==> src/rtl/pipeline_hazard_ctrl.sv <==
// pipeline_hazard_ctrl
// Central stall/flush controller for the 5-stage core: load-use bubbles,
// multi-cycle flush after taken branches/jumps, and a global freeze while
// instruction or data memory is busy. Saturating event counters for debug.
//
// state    | meaning
// ---------+-----------------------------------------------------------
// ST_RUN   | normal issue; accepts taken branches and load-use hazards
// ST_FLUSH | remaining flush cycles of a taken branch (flush_left > 0)

module pipeline_hazard_ctrl #(
    parameter int unsigned FLUSH_LEN = 2,
    parameter int unsigned CNT_W     = 16
) (
    input  logic             clk,
    input  logic             rst,
    input  logic [4:0]       id_rs1_addr,
    input  logic [4:0]       id_rs2_addr,
    input  logic             id_rs1_used,
    input  logic             id_rs2_used,
    input  logic [4:0]       ex_wr_addr,
    input  logic             ex_mem_r,
    input  logic             ex_branch_taken,
    input  logic             imem_busy,
    input  logic             dmem_busy,
    input  logic             cnt_clr,
    output logic             pc_stall,
    output logic             IF_ID_stall,
    output logic             ID_EX_stall,
    output logic             EX_MEM_stall,
    output logic             MEM_WB_stall,
    output logic             IF_ID_flush,
    output logic             ID_EX_flush,
    output logic [CNT_W-1:0] stall_cnt,
    output logic [CNT_W-1:0] flush_cnt,
    output logic [CNT_W-1:0] lu_cnt
);

    typedef enum logic {
        ST_RUN   = 1'b0,
        ST_FLUSH = 1'b1
    } state_t;

    // The first flush cycle is spent in ST_RUN, so the counter covers the rest.
    localparam logic [2:0]       FLUSH_INIT = 3'(FLUSH_LEN - 1);
    localparam logic [CNT_W-1:0] CNT_MAX    = '1;
    localparam logic [CNT_W-1:0] CNT_ONE    = {{(CNT_W-1){1'b0}}, 1'b1};

    state_t           state_q, state_d;
    logic [2:0]       flush_left_q, flush_left_d;
    logic [CNT_W-1:0] stall_cnt_q, stall_cnt_d;
    logic [CNT_W-1:0] flush_cnt_q, flush_cnt_d;
    logic [CNT_W-1:0] lu_cnt_q, lu_cnt_d;

    logic busy;
    logic rs1_hit;
    logic rs2_hit;
    logic lu;
    logic acc_flush;
    logic acc_lu;

    assign busy    = imem_busy | dmem_busy;
    assign rs1_hit = id_rs1_used & (id_rs1_addr == ex_wr_addr);
    assign rs2_hit = id_rs2_used & (id_rs2_addr == ex_wr_addr);
    // x0 is never written, so a load targeting it cannot create a hazard.
    assign lu      = ex_mem_r & (ex_wr_addr != 5'd0) & (rs1_hit | rs2_hit);

    // Stall/flush decode and next-state; busy freezes everything including the FSM.
    always_comb begin
        pc_stall     = 1'b0;
        IF_ID_stall  = 1'b0;
        ID_EX_stall  = 1'b0;
        EX_MEM_stall = 1'b0;
        MEM_WB_stall = 1'b0;
        IF_ID_flush  = 1'b0;
        ID_EX_flush  = 1'b0;
        acc_flush    = 1'b0;
        acc_lu       = 1'b0;
        state_d      = state_q;
        flush_left_d = flush_left_q;

        if (busy) begin
            pc_stall     = 1'b1;
            IF_ID_stall  = 1'b1;
            ID_EX_stall  = 1'b1;
            EX_MEM_stall = 1'b1;
            MEM_WB_stall = 1'b1;
        end else begin
            case (state_q)
                ST_RUN: begin
                    if (ex_branch_taken) begin
                        // A taken branch squashes the dependent instruction anyway.
                        IF_ID_flush = 1'b1;
                        ID_EX_flush = 1'b1;
                        acc_flush   = 1'b1;
                        if (FLUSH_LEN > 1) begin
                            state_d      = ST_FLUSH;
                            flush_left_d = FLUSH_INIT;
                        end
                    end else if (lu) begin
                        pc_stall    = 1'b1;
                        IF_ID_stall = 1'b1;
                        ID_EX_flush = 1'b1;
                        acc_lu      = 1'b1;
                    end
                end
                ST_FLUSH: begin
                    IF_ID_flush  = 1'b1;
                    ID_EX_flush  = 1'b1;
                    flush_left_d = flush_left_q - 3'd1;
                    if (flush_left_q == 3'd1) begin
                        state_d = ST_RUN;
                    end
                end
                default: begin
                    state_d      = ST_RUN;
                    flush_left_d = 3'd0;
                end
            endcase
        end
    end

    // Saturating event counters; clear wins over any increment.
    always_comb begin
        stall_cnt_d = stall_cnt_q;
        flush_cnt_d = flush_cnt_q;
        lu_cnt_d    = lu_cnt_q;
        if (cnt_clr) begin
            stall_cnt_d = '0;
            flush_cnt_d = '0;
            lu_cnt_d    = '0;
        end else begin
            if (pc_stall && (stall_cnt_q != CNT_MAX)) begin
                stall_cnt_d = stall_cnt_q + CNT_ONE;
            end
            if (acc_flush && (flush_cnt_q != CNT_MAX)) begin
                flush_cnt_d = flush_cnt_q + CNT_ONE;
            end
            if (acc_lu && (lu_cnt_q != CNT_MAX)) begin
                lu_cnt_d = lu_cnt_q + CNT_ONE;
            end
        end
    end

    // State and counter registers.
    always_ff @(posedge clk or negedge rst) begin
        if (!rst) begin
            state_q      <= ST_RUN;
            flush_left_q <= 3'd0;
            stall_cnt_q  <= '0;
            flush_cnt_q  <= '0;
            lu_cnt_q     <= '0;
        end else begin
            state_q      <= state_d;
            flush_left_q <= flush_left_d;
            stall_cnt_q  <= stall_cnt_d;
            flush_cnt_q  <= flush_cnt_d;
            lu_cnt_q     <= lu_cnt_d;
        end
    end

    assign stall_cnt = stall_cnt_q;
    assign flush_cnt = flush_cnt_q;
    assign lu_cnt    = lu_cnt_q;

endmodule

==> config.mk <==
export PLATFORM = sky130hd
export DESIGN_NAME = pipeline_hazard_ctrl
export DESIGN_NICKNAME = d
export VERILOG_FILES = /design/src/rtl/pipeline_hazard_ctrl.sv
export SDC_FILE = /design/constraint.sdc
export NUM_CORES = 1
export LEC_CHECK = 0
export ABC_AREA = 1
export CORE_MARGIN = 2
export CORE_UTILIZATION = 55
export CTS_CLUSTER_DIAMETER = 50
export CTS_CLUSTER_SIZE = 25
export DETAILED_ROUTE_END_ITERATION = 16
export PLACE_DENSITY = 0.91
export SLEW_MARGIN = 10
export SYNTH_ARGS = -nofsm -noshare
export SYNTH_HDL_FRONTEND = slang
export SYNTH_SLANG_ARGS = --single-unit
==> constraint.sdc <==
create_clock -name clk -period 4.2 [get_ports clk]
set_clock_uncertainty 0.05 [all_clocks]
set_input_delay 0.63 -clock clk [delete_from_list [all_inputs] [get_ports clk]]
set_output_delay 0.63 -clock clk [all_outputs]
set_load 0.02 [all_outputs]
Yosys cells after proc, flatten, opt, wreduce, memory -nomap -nowiden
Cells that the tools add are included.
{"block": "totals", "input_bits": 24, "output_inout_bits": 55, "register_bits": 52, "wordCells": 56}
{"block": "op_classes", "bitwise_logic": 8, "reduce_logical": 8, "addsub": 4, "eq_ne": 7, "mux": 24}
{"op": "two-way mux 16 bit", "count": 6}
{"op": "adder 16 x 1 -> 16 bit (second input constant)", "count": 3}
{"op": "!= test 16 bit (second input constant)", "count": 3}
{"op": "two-way mux 1 bit", "count": 13}
{"op": "equality test 5 bit", "count": 2}
{"op": "case mux 1 bit (2 select lines)", "count": 3}
{"op": "case mux 3 bit (2 select lines)", "count": 1}
{"op": "nonzero test 2 bit", "count": 3}
{"op": "nonzero test 5 bit", "count": 1}
{"op": "bitwise AND 1 bit", "count": 4}
{"op": "equality test 3 x 1 -> 1 bit (second input constant)", "count": 1}
{"op": "logical AND 1 bit", "count": 3}
{"op": "two-way mux 3 bit", "count": 1}
{"op": "subtractor 3 x 1 -> 3 bit (second input constant)", "count": 1}
{"op": "!= test 2 bit (second input constant)", "count": 1}
{"op": "NOT 1 bit", "count": 2}
{"op": "OR 1 bit", "count": 2}
{"op": "AND reduction 2 bit", "count": 1}

Logic depth before layout (Yosys ltp)
Gate-level depths: netlist (run 1).
{"block": "depth", "depth_word": 11, "mapped_depth": 12, "mapped_depth_nobuf": 12}

Worst setup path before layout (run 1)
OpenSTA, ideal clock, no wires.
{"block": "synth_timing", "path_type": "input -> output", "start": "input id_rs2_addr[0]", "end": "output pc_stall", "n_path_buf": 2, "required_ns": 3.520, "arrival_time_ns": 1.717, "path_stages": 10, "slack_ns": 1.803, "cell_sequence": "inv_1 nand2_1 nand2_1 nor2_1 nand3_1 nand2_1 nand3_1 nand2_2 buf_2 buf_4"}
{"block": "synth_via", "elab_chain_cells": 8}
{"element": "start, declared", "line": "18", "text": "input logic [4:0] id_rs2_addr,"}
{"element": "equality test 5 bit", "line": "64", "text": "assign rs2_hit = id_rs2_used & (id_rs2_addr == ex_wr_addr);"}
{"element": "bitwise AND 1 bit", "line": "64"}
{"element": "OR 1 bit", "line": "66", "text": "assign lu = ex_mem_r & (ex_wr_addr != 5'd0) & (rs1_hit | rs2_hit);"}
{"element": "bitwise AND 1 bit", "line": "66"}
{"element": "two-way mux 1 bit (4 in a row)"}
{"element": "end, declared", "line": "27", "text": "output logic pc_stall,"}
Every way passes these cells.

Final worst setup path (run 1)
{"block": "layout_timing", "start": "input ex_wr_addr[4]", "end": "output IF_ID_stall"}
{"block": "layout_via", "elab_chain_cells": 8, "word_cells_on_any_way": 12, "cone_classes": "eq/ne (2); mux (4); bitwise (5); reduce/logical (1)"}
{"element": "start, declared", "line": "21", "text": "input logic [4:0] ex_wr_addr,"}
{"element": "equality test 5 bit, on equally long branches", "line": "63, 64"}
{"element": "bitwise AND 1 bit, on equally long branches", "line": "63, 64"}
{"element": "OR 1 bit", "line": "66"}
{"element": "bitwise AND 1 bit (*)", "line": "66"}
{"element": "two-way mux 1 bit (*)", "line": "100", "text": "end else if (lu) begin"}
{"element": "two-way mux 1 bit (*)", "line": "91", "text": "if (ex_branch_taken) begin"}
{"element": "two-way mux 1 bit (*)", "line": "89", "text": "case (state_q)"}
{"element": "two-way mux 1 bit (*)", "line": "82", "text": "if (busy) begin"}
{"element": "end, declared", "line": "28", "text": "output logic IF_ID_stall,"}
Every way passes the cells marked *; elsewhere a longest branch is shown, timed or not.

==> results.json, run 1 <==
{
  "status": "finished, final reports clean",
  "internal_power_mw": 0.702,
  "grt_util_all_layers": 0.251,
  "post_cts_buffers": 0,
  "leakagePower_nw": 2.12,
  "synth_nets": 526,
  "yosys.area.top_type": "dfrtp_1",
  "cts_tree": "built",
  "start_kind": "input pin",
  "synth_simple_gate_area_frac": 0.405,
  "synth_xor_area_frac": 0.0747,
  "cts_hold_buffers": 0,
  "critical_path_class": "input pin to output pin",
  "core_area_um2": 6280,
  "final.fill_count": 536,
  "drive_gt1_frac": 0.0545,
  "seqPwrFrac": 0.552,
  "fin_crit_sh": 0.786,
  "grt_pass1_wl_um": 14800,
  "p_comb_frac": 0.165,
  "max_stage_delay_ps": 650,
  "syn_to_final_growth_pct": 25.3,
  "drt_pass1_iterations": 6,
  "p_sw_mw": 0.281,
  "clkTransAtPathRegs_ps": 100,
  "cts_made_buffers": 5,
  "p_sw_frac": 0.286,
  "rsz0062_at_grt": "false",
  "design_area_um2": 4410,
  "cp_max_fo": 8,
  "place.detailed.hpwl_um": 6330,
  "gp_congestion": 0.922,
  "setup_viol": 0,
  "slew_headroom": 0.570,
  "initial_utilization": 0.561,
  "yosysUniqueCellTypes": 33,
  "ys_top_cells_by_area": "dfrtp_1 37%, nand2_1 13%, nand3_1 9.7%, xor2_1 6.7%, inv_1 6.1%",
  "maxSlewViolCount": 0,
  "ys_warn_count": 0,
  "syn_inst": 497,
  "syn_area_um2": 3520,
  "synthArstFlopShare": 1.00,
  "wire_per_inst_um": 13.3,
  "antenna_found_initial": 0,
  "fin_nets": 598,
  "synthFlopType": "dfrtp_1",
  "path_common_cell": "nand2_1",
  "placed_area_um2": 4330,
  "clk_root_buffer_cell": "clkbuf_8",
  "worstPathArrival_ps": 2620,
  "multi_input_area_um2": 1890,
  "drtAntennaViolNets": 0,
  "tightest_slew_ps": 645,
  "powerDensity_nw_per_um2": 223,
  "crit_path_end_kind": "output pin",
  "die_area_um2": 7060,
  "drc_errors": 0,
  "maxCapViolations": 0,
  "port_buffers": 78,
  "vias": 3499,
  "ys_ff_latch": 52,
  "slowest_stage": "clkdlybuf4s50_1",
  "synth_fa_ha_area_frac": 0.0178,
  "via_per_inst": 5.42,
  "yosysTopAreaCellShare": 0.370,
  "num_rows": 29,
  "drtIter0Drc": 251,
  "clk_latency_ps": 300,
  "peakVddDrop_uv": 117,
  "die_w_um": 84.0,
  "cts.path.max_buffers": 2,
  "overflow": 0,
  "r2r_setup_slack_ps": 2140,
  "cts_num_sinks": 52,
  "regArea_um2": 1300,
  "min_period_ps": 3300,
  "setup_total_negative_slack_ps": 0,
  "synth-compound-area-share": 0.0387,
  "routed_wirelength_um": 8590,
  "grt_pass1_vias": 3440,
  "p_clk_frac": 0.283,
  "htreeDepth": 2,
  "diodes": 0,
  "hold_violations": 0,
  "grt_max_degree": 69,
  "ys_seq_area_frac": 0.370,
  "io_pins": 79,
  "syn_area_per_cell_um2": 7.08,
  "chipHeight_um": 84.0,
  "cp.required_ps": 3520,
  "cts_resized": 0,
  "post-route-util": 0.702,
  "min_path_type": "input pin to async pin",
  "synth_top_family_by_area": "simple AND/OR/NAND/NOR gates",
  "synthMuxAreaShare": 0,
  "crit_chain": "clkdlybuf4s50_1 > inv_2 > nand2_1 > nand2_1 > nor2_1 > nand3_1 > nand2_1 > nand3_1 > nand2_2 > clkdlybuf4s50_1",
  "max_freq_mhz": 303,
  "synth-edff-count": 0,
  "worst_r2r_path_depth": 11
}
-- registers in the layout, indices dropped and copies added (netlist names) --
register,count
stall_cnt,16
lu_cnt,16
state_q,1
flush_cnt,16
flush_left_q,3
-- cells in the mapped netlist (2+ instances only) --
cell / number
o21ai_1: 3
nor3_1: 10
nand2_1: 125
nor2_1: 48
inv_2: 7
xor2_1: 27
nor2_4: 2
a21oi_1: 9
dfrtp_1: 52
nand4_1: 28
clkbuf_1: 8
inv_1: 57
nand2_2: 3
ha_1: 5
o21ai_0: 11
nor2_2: 2
xnor2_1: 3
buf_2: 3
buf_4: 4
nand3_1: 68
nand3b_1: 10
-- cell type report --
cell class	count	share of cell area
multi-input cells	364	0.428
flip-flops and latches	52	0.295
repair buffers	81	0.181
inverters	65	0.0553
well taps	77	0.0219
clock buffers	5	0.0156
clock inverters	2	0.00284
-- worst max-delay path, delay by kind of cell --
family                 cells  cell delay [ps]
and+or+nand+nor            7              730
buffers and inverters      3             1240
-- worst paths after layout --
check,to,start
worst max-delay path,IF_ID_stall,ex_wr_addr[4]
worst min-delay path,flush_cnt[5],rst
worst max register to register,flush_cnt[5],flush_cnt[0]
worst min register to register,flush_left_q[0],flush_left_q[0]
max in group asynchronous,lu_cnt[9],rst
min in group clk,flush_left_q[0],flush_left_q[0]
-- stage by stage --
step	setup WS [ps]	std cells	hold slack, ps	total power, mW
final	899	646	369	0.983
after global placement	980	639	451	0.709
after detailed placement	904	639	471	0.716
after floorplan	1800	497	284	0.645
after global routing	746	646	431	1.03
after CTS	899	646	398	0.994
-- per-layer routing --
metal  part of all wire  wire (um)  GRT usage  up-vias
met2               0.52       4450      0.444       91
met5                  0          0          0        -
li1                   -          -          -     1760
met4             0.0082         70     0.0850        0
met1               0.43       3730      0.311     1640
met3              0.038        330     0.0406        8
-- cells in the final DEF, fill, tap and decap left out, drive strengths merged --
cell	instances
clkdlybuf4s50	77
o22ai	1
o21a	1
clkinv	1
ha	5
clkinvlp	1
nand2	129
buf	4
nor3	12
clkbuf	5
a21oi	9
inv	65
nand4	29
dfrtp	52
nor2	52
nand3b	10
nand3	69
xor2	27
or2	1
xnor2	3
o31ai	1
nor3b	1
o21ai	14
-- cell families (layout without fill, tap and decap cells) --
| logic type | count (synthesis) | count (layout) |
|---|---|---|
| xor gates and xnor gates | 30 | 30 |
| DFF | 52 | 52 |
| AOI/OAI and AO/OA | 26 | 26 |
| buffers and inverters | 81 | 153 |
| and+or+nand+nor | 303 | 303 |
| adders and majority gates | 5 | 5 |
-- power groups by stage --
| stage | Clock (mW) | Sequential [mW] | Combinational [mW] |
|---|---|---|---|
| floorplan | 0 | 0.553 | 0.0924 |
| global placement | 0 | 0.552 | 0.157 |
| detailed placement | 0 | 0.552 | 0.164 |
| CTS | 0.288 | 0.542 | 0.164 |
| global route | 0.304 | 0.546 | 0.184 |
| finish | 0.279 | 0.542 | 0.162 |
Power figures use the tool's default switching activity.
==> run 2, diff against run 1 <==
--- a/config.mk
+++ b/config.mk
@@ -7,11 +7,11 @@
 export LEC_CHECK = 0
 export ABC_AREA = 1
 export CORE_MARGIN = 2
-export CORE_UTILIZATION = 55
+export CORE_UTILIZATION = 46
 export CTS_CLUSTER_DIAMETER = 50
 export CTS_CLUSTER_SIZE = 25
 export DETAILED_ROUTE_END_ITERATION = 16
-export PLACE_DENSITY = 0.91
+export PLACE_DENSITY = 0.82
 export SLEW_MARGIN = 10
 export SYNTH_ARGS = -nofsm -noshare
 export SYNTH_HDL_FRONTEND = slang
==> constraint.sdc (replaced) <==
create_clock -name clk -period 3 [get_ports clk]
set_clock_uncertainty 0.05 [all_clocks]
set_input_delay 0.45 -clock clk [delete_from_list [all_inputs] [get_ports clk]]
set_output_delay 0.45 -clock clk [all_outputs]
set_load 0.02 [all_outputs]
==> run 2 against run 1 <==
Effect of this change:
- global-route usage decreased by 3.9 points
- hold slack improved by 120 ps
- highest routed layer unchanged
- sequential power increased by 41%
- first-iteration DRC count decreased by 34%
- wire length about the same
- critical endpoint unchanged
- combinational power increased by 42%
- via count increased by 1.5%
- flip-flop and latch count unchanged
- setup slack got worse by 760 ps
- sequential share of layout area decreased by 0.61 points
- final area increased by 2.1%
- critical path type unchanged
==> results.json, run 2 (synthesis results as in run 1) <==
{
  "syn_to_final_growth_pct": 27.9,
  "slowest_stage": "clkdlybuf4s50_1",
  "crit_family": "buffers and inverters",
  "worst_r2r_path_depth": 11,
  "peakVddDrop_uv": 227,
  "diodes": 0,
  "min_from": "flush_cnt[8]",
  "tightest_slew_ps": 547,
  "critical_path_class": "input pin to output pin",
  "post-place-ws_ps": 140,
  "num_rows": 31,
  "met3_usage": 0.0373,
  "p_clk_frac": 0.339,
  "layout.cells.non_filler": 672,
  "io_pins": 79,
  "p_sw_mw": 0.401,
  "vias": 3553,
  "design_area_um2": 4500,
  "cts.path.max_buffers": 2,
  "overflow": 0,
  "port_buffers": 78,
  "post-route-util": 0.614,
  "place.detailed.hpwl_um": 6540,
  "min_period_ps": 2860,
  "hold_violations": 0,
  "routed_wirelength_um": 8590,
  "whs_path_depth": 1,
  "wire_per_inst_um": 12.8,
  "fin_crit_sh": 0.952,
  "reg2reg_to": "flush_cnt[5]",
  "drive_gt1_frac": 0.0593,
  "gr-usage-met1": 0.265,
  "rsz0062_at_grt": "false",
  "holdPathEnd": "flush_cnt[8]",
  "top_usage_layer": "met2",
  "fin_nets": 601,
  "drtIter0Drc": 166,
  "worstPathArrival_ps": 2360,
  "powerDensity_nw_per_um2": 333,
  "via_per_inst": 5.29,
  "antenna_found_initial": 0,
  "dpl.cell_count": 663,
  "regArea_um2": 1300,
  "crit_path_end_kind": "output pin",
  "clk_root_buffer_cell": "clkbuf_8",
  "met2_usage": 0.361,
  "cts_made_buffers": 5,
  "whs_ps": 491,
  "seqPwrFrac": 0.508,
  "drtAntennaViolNets": 0,
  "min_path_type": "register to register",
  "cts_tree": "built",
  "clk_latency_ps": 310,
  "cp.required_ps": 2500,
  "status": "finished, final reports clean",
  "r2r_setup_slack_ps": 940,
  "internal_power_mw": 1.10,
  "setup_total_negative_slack_ps": 0,
  "power_mw": 1.50,
  "grt_util_all_layers": 0.212,
  "fin_ws_ps": 143,
  "drc_errors": 0,
  "max_stage_delay_ps": 630,
  "grt_max_degree": 39,
  "setup_viol": 0,
  "post_cts_buffers": 0,
  "final_cell_mix": "125 x nand2_1, 77 x clkdlybuf4s50_1, 68 x nand3_1",
  "final.fill_count": 630,
  "htreeDepth": 2,
  "core_area_um2": 7330,
  "path_common_cell": "nand2_1",
  "p_comb_frac": 0.153,
  "placed_area_um2": 4370,
  "crit_chain": "clkdlybuf4s50_1 > inv_2 > nand2_1 > nand2_1 > nor2_1 > nand3_1 > nand2_1 > nand3_1 > nand2_2 > clkdlybuf4s50_1",
  "cts_resized": 0,
  "max_freq_mhz": 350,
  "initial_utilization": 0.480,
  "chipHeight_um": 91.5,
  "multi_input_area_um2": 1890,
  "cp_max_fo": 5,
  "grt_pass1_vias": 3420,
  "gp_congestion": 0.956,
  "slew_headroom": 0.632,
  "r2r_start": "flush_cnt[0]",
  "clkTransAtPathRegs_ps": 100,
  "cts_num_sinks": 52,
  "drt_pass1_iterations": 4,
  "cts_hold_buffers": 1,
  "final_common_cell": "nand2_1",
  "die_area_um2": 8370,
  "path_buf_inv": 3,
  "maxSlewViolCount": 0,
  "p_sw_frac": 0.267,
  "start_kind": "input pin",
  "leakagePower_nw": 2.16,
  "die_w_um": 91.5,
  "grt_pass1_wl_um": 14900,
  "maxCapViolations": 0
}
==> run 2: changes by cell type in the layout (fill, tap and decap cells not counted), sizes merged <==
cell,before,now
buf,4,6
dlygate4sd3,0,1
clkbuf,5,6
bufinv,0,1
clkinvlp,1,0
==> run 2: how the worst max path moves through the flow <==
stage | endpoint | slack (ps) | cells past startpoint | from
floorplan | pc_stall | 960 | 10 | id_rs2_addr[0]
global placement | IF_ID_stall | 190 | 10 | ex_wr_addr[1]
detailed placement | IF_ID_stall | 140 | 10 | ex_wr_addr[4]
CTS | IF_ID_stall | 140 | 10 | ex_wr_addr[4]
global route | IF_ID_stall | 20 | 10 | ex_wr_addr[4]
finish | IF_ID_stall | 140 | 10 | ex_wr_addr[4]
==> run 2: worst register-to-register path, cell delays in order (launching register included) <==
cell	delay (ps)
dfrtp_1	420
ha_1	210
nand2_1	90
nor2_2	160
nand3_1	160
inv_1	80
nand3_1	90
nand2_2	160
nand2_1	170
inv_1	220
nand2_1	90
o31ai_1	70
==> run 2: area by class of cell <==
class                      instances  share of cell area
clock buffer                       6              0.0183
clock inverter                     2             0.00862
inverter                          65              0.0542
multi-input combinational        364               0.419
sequential                        52               0.289
tap                               99              0.0275
timing repair buffer              84               0.183
==> run 2: per-layer routing <==
metal	wire length, um	share of wire	vias to the layer above
met5	0	0	-
met3	504	0.059	21
met4	223	0.026	0
li1	-	-	1758
met1	3690	0.43	1649
met2	4170	0.49	125
==> run 2: power groups by stage <==
stage          clock [mW]  combinational, mW  sequential, mW
2_1_floorplan           0              0.129           0.774
3_3_place_gp            0              0.224           0.773
3_5_place_dp            0              0.233           0.775
4_1_cts             0.521              0.234           0.761
5_1_grt             0.553              0.263           0.767
6_report            0.508              0.230           0.762
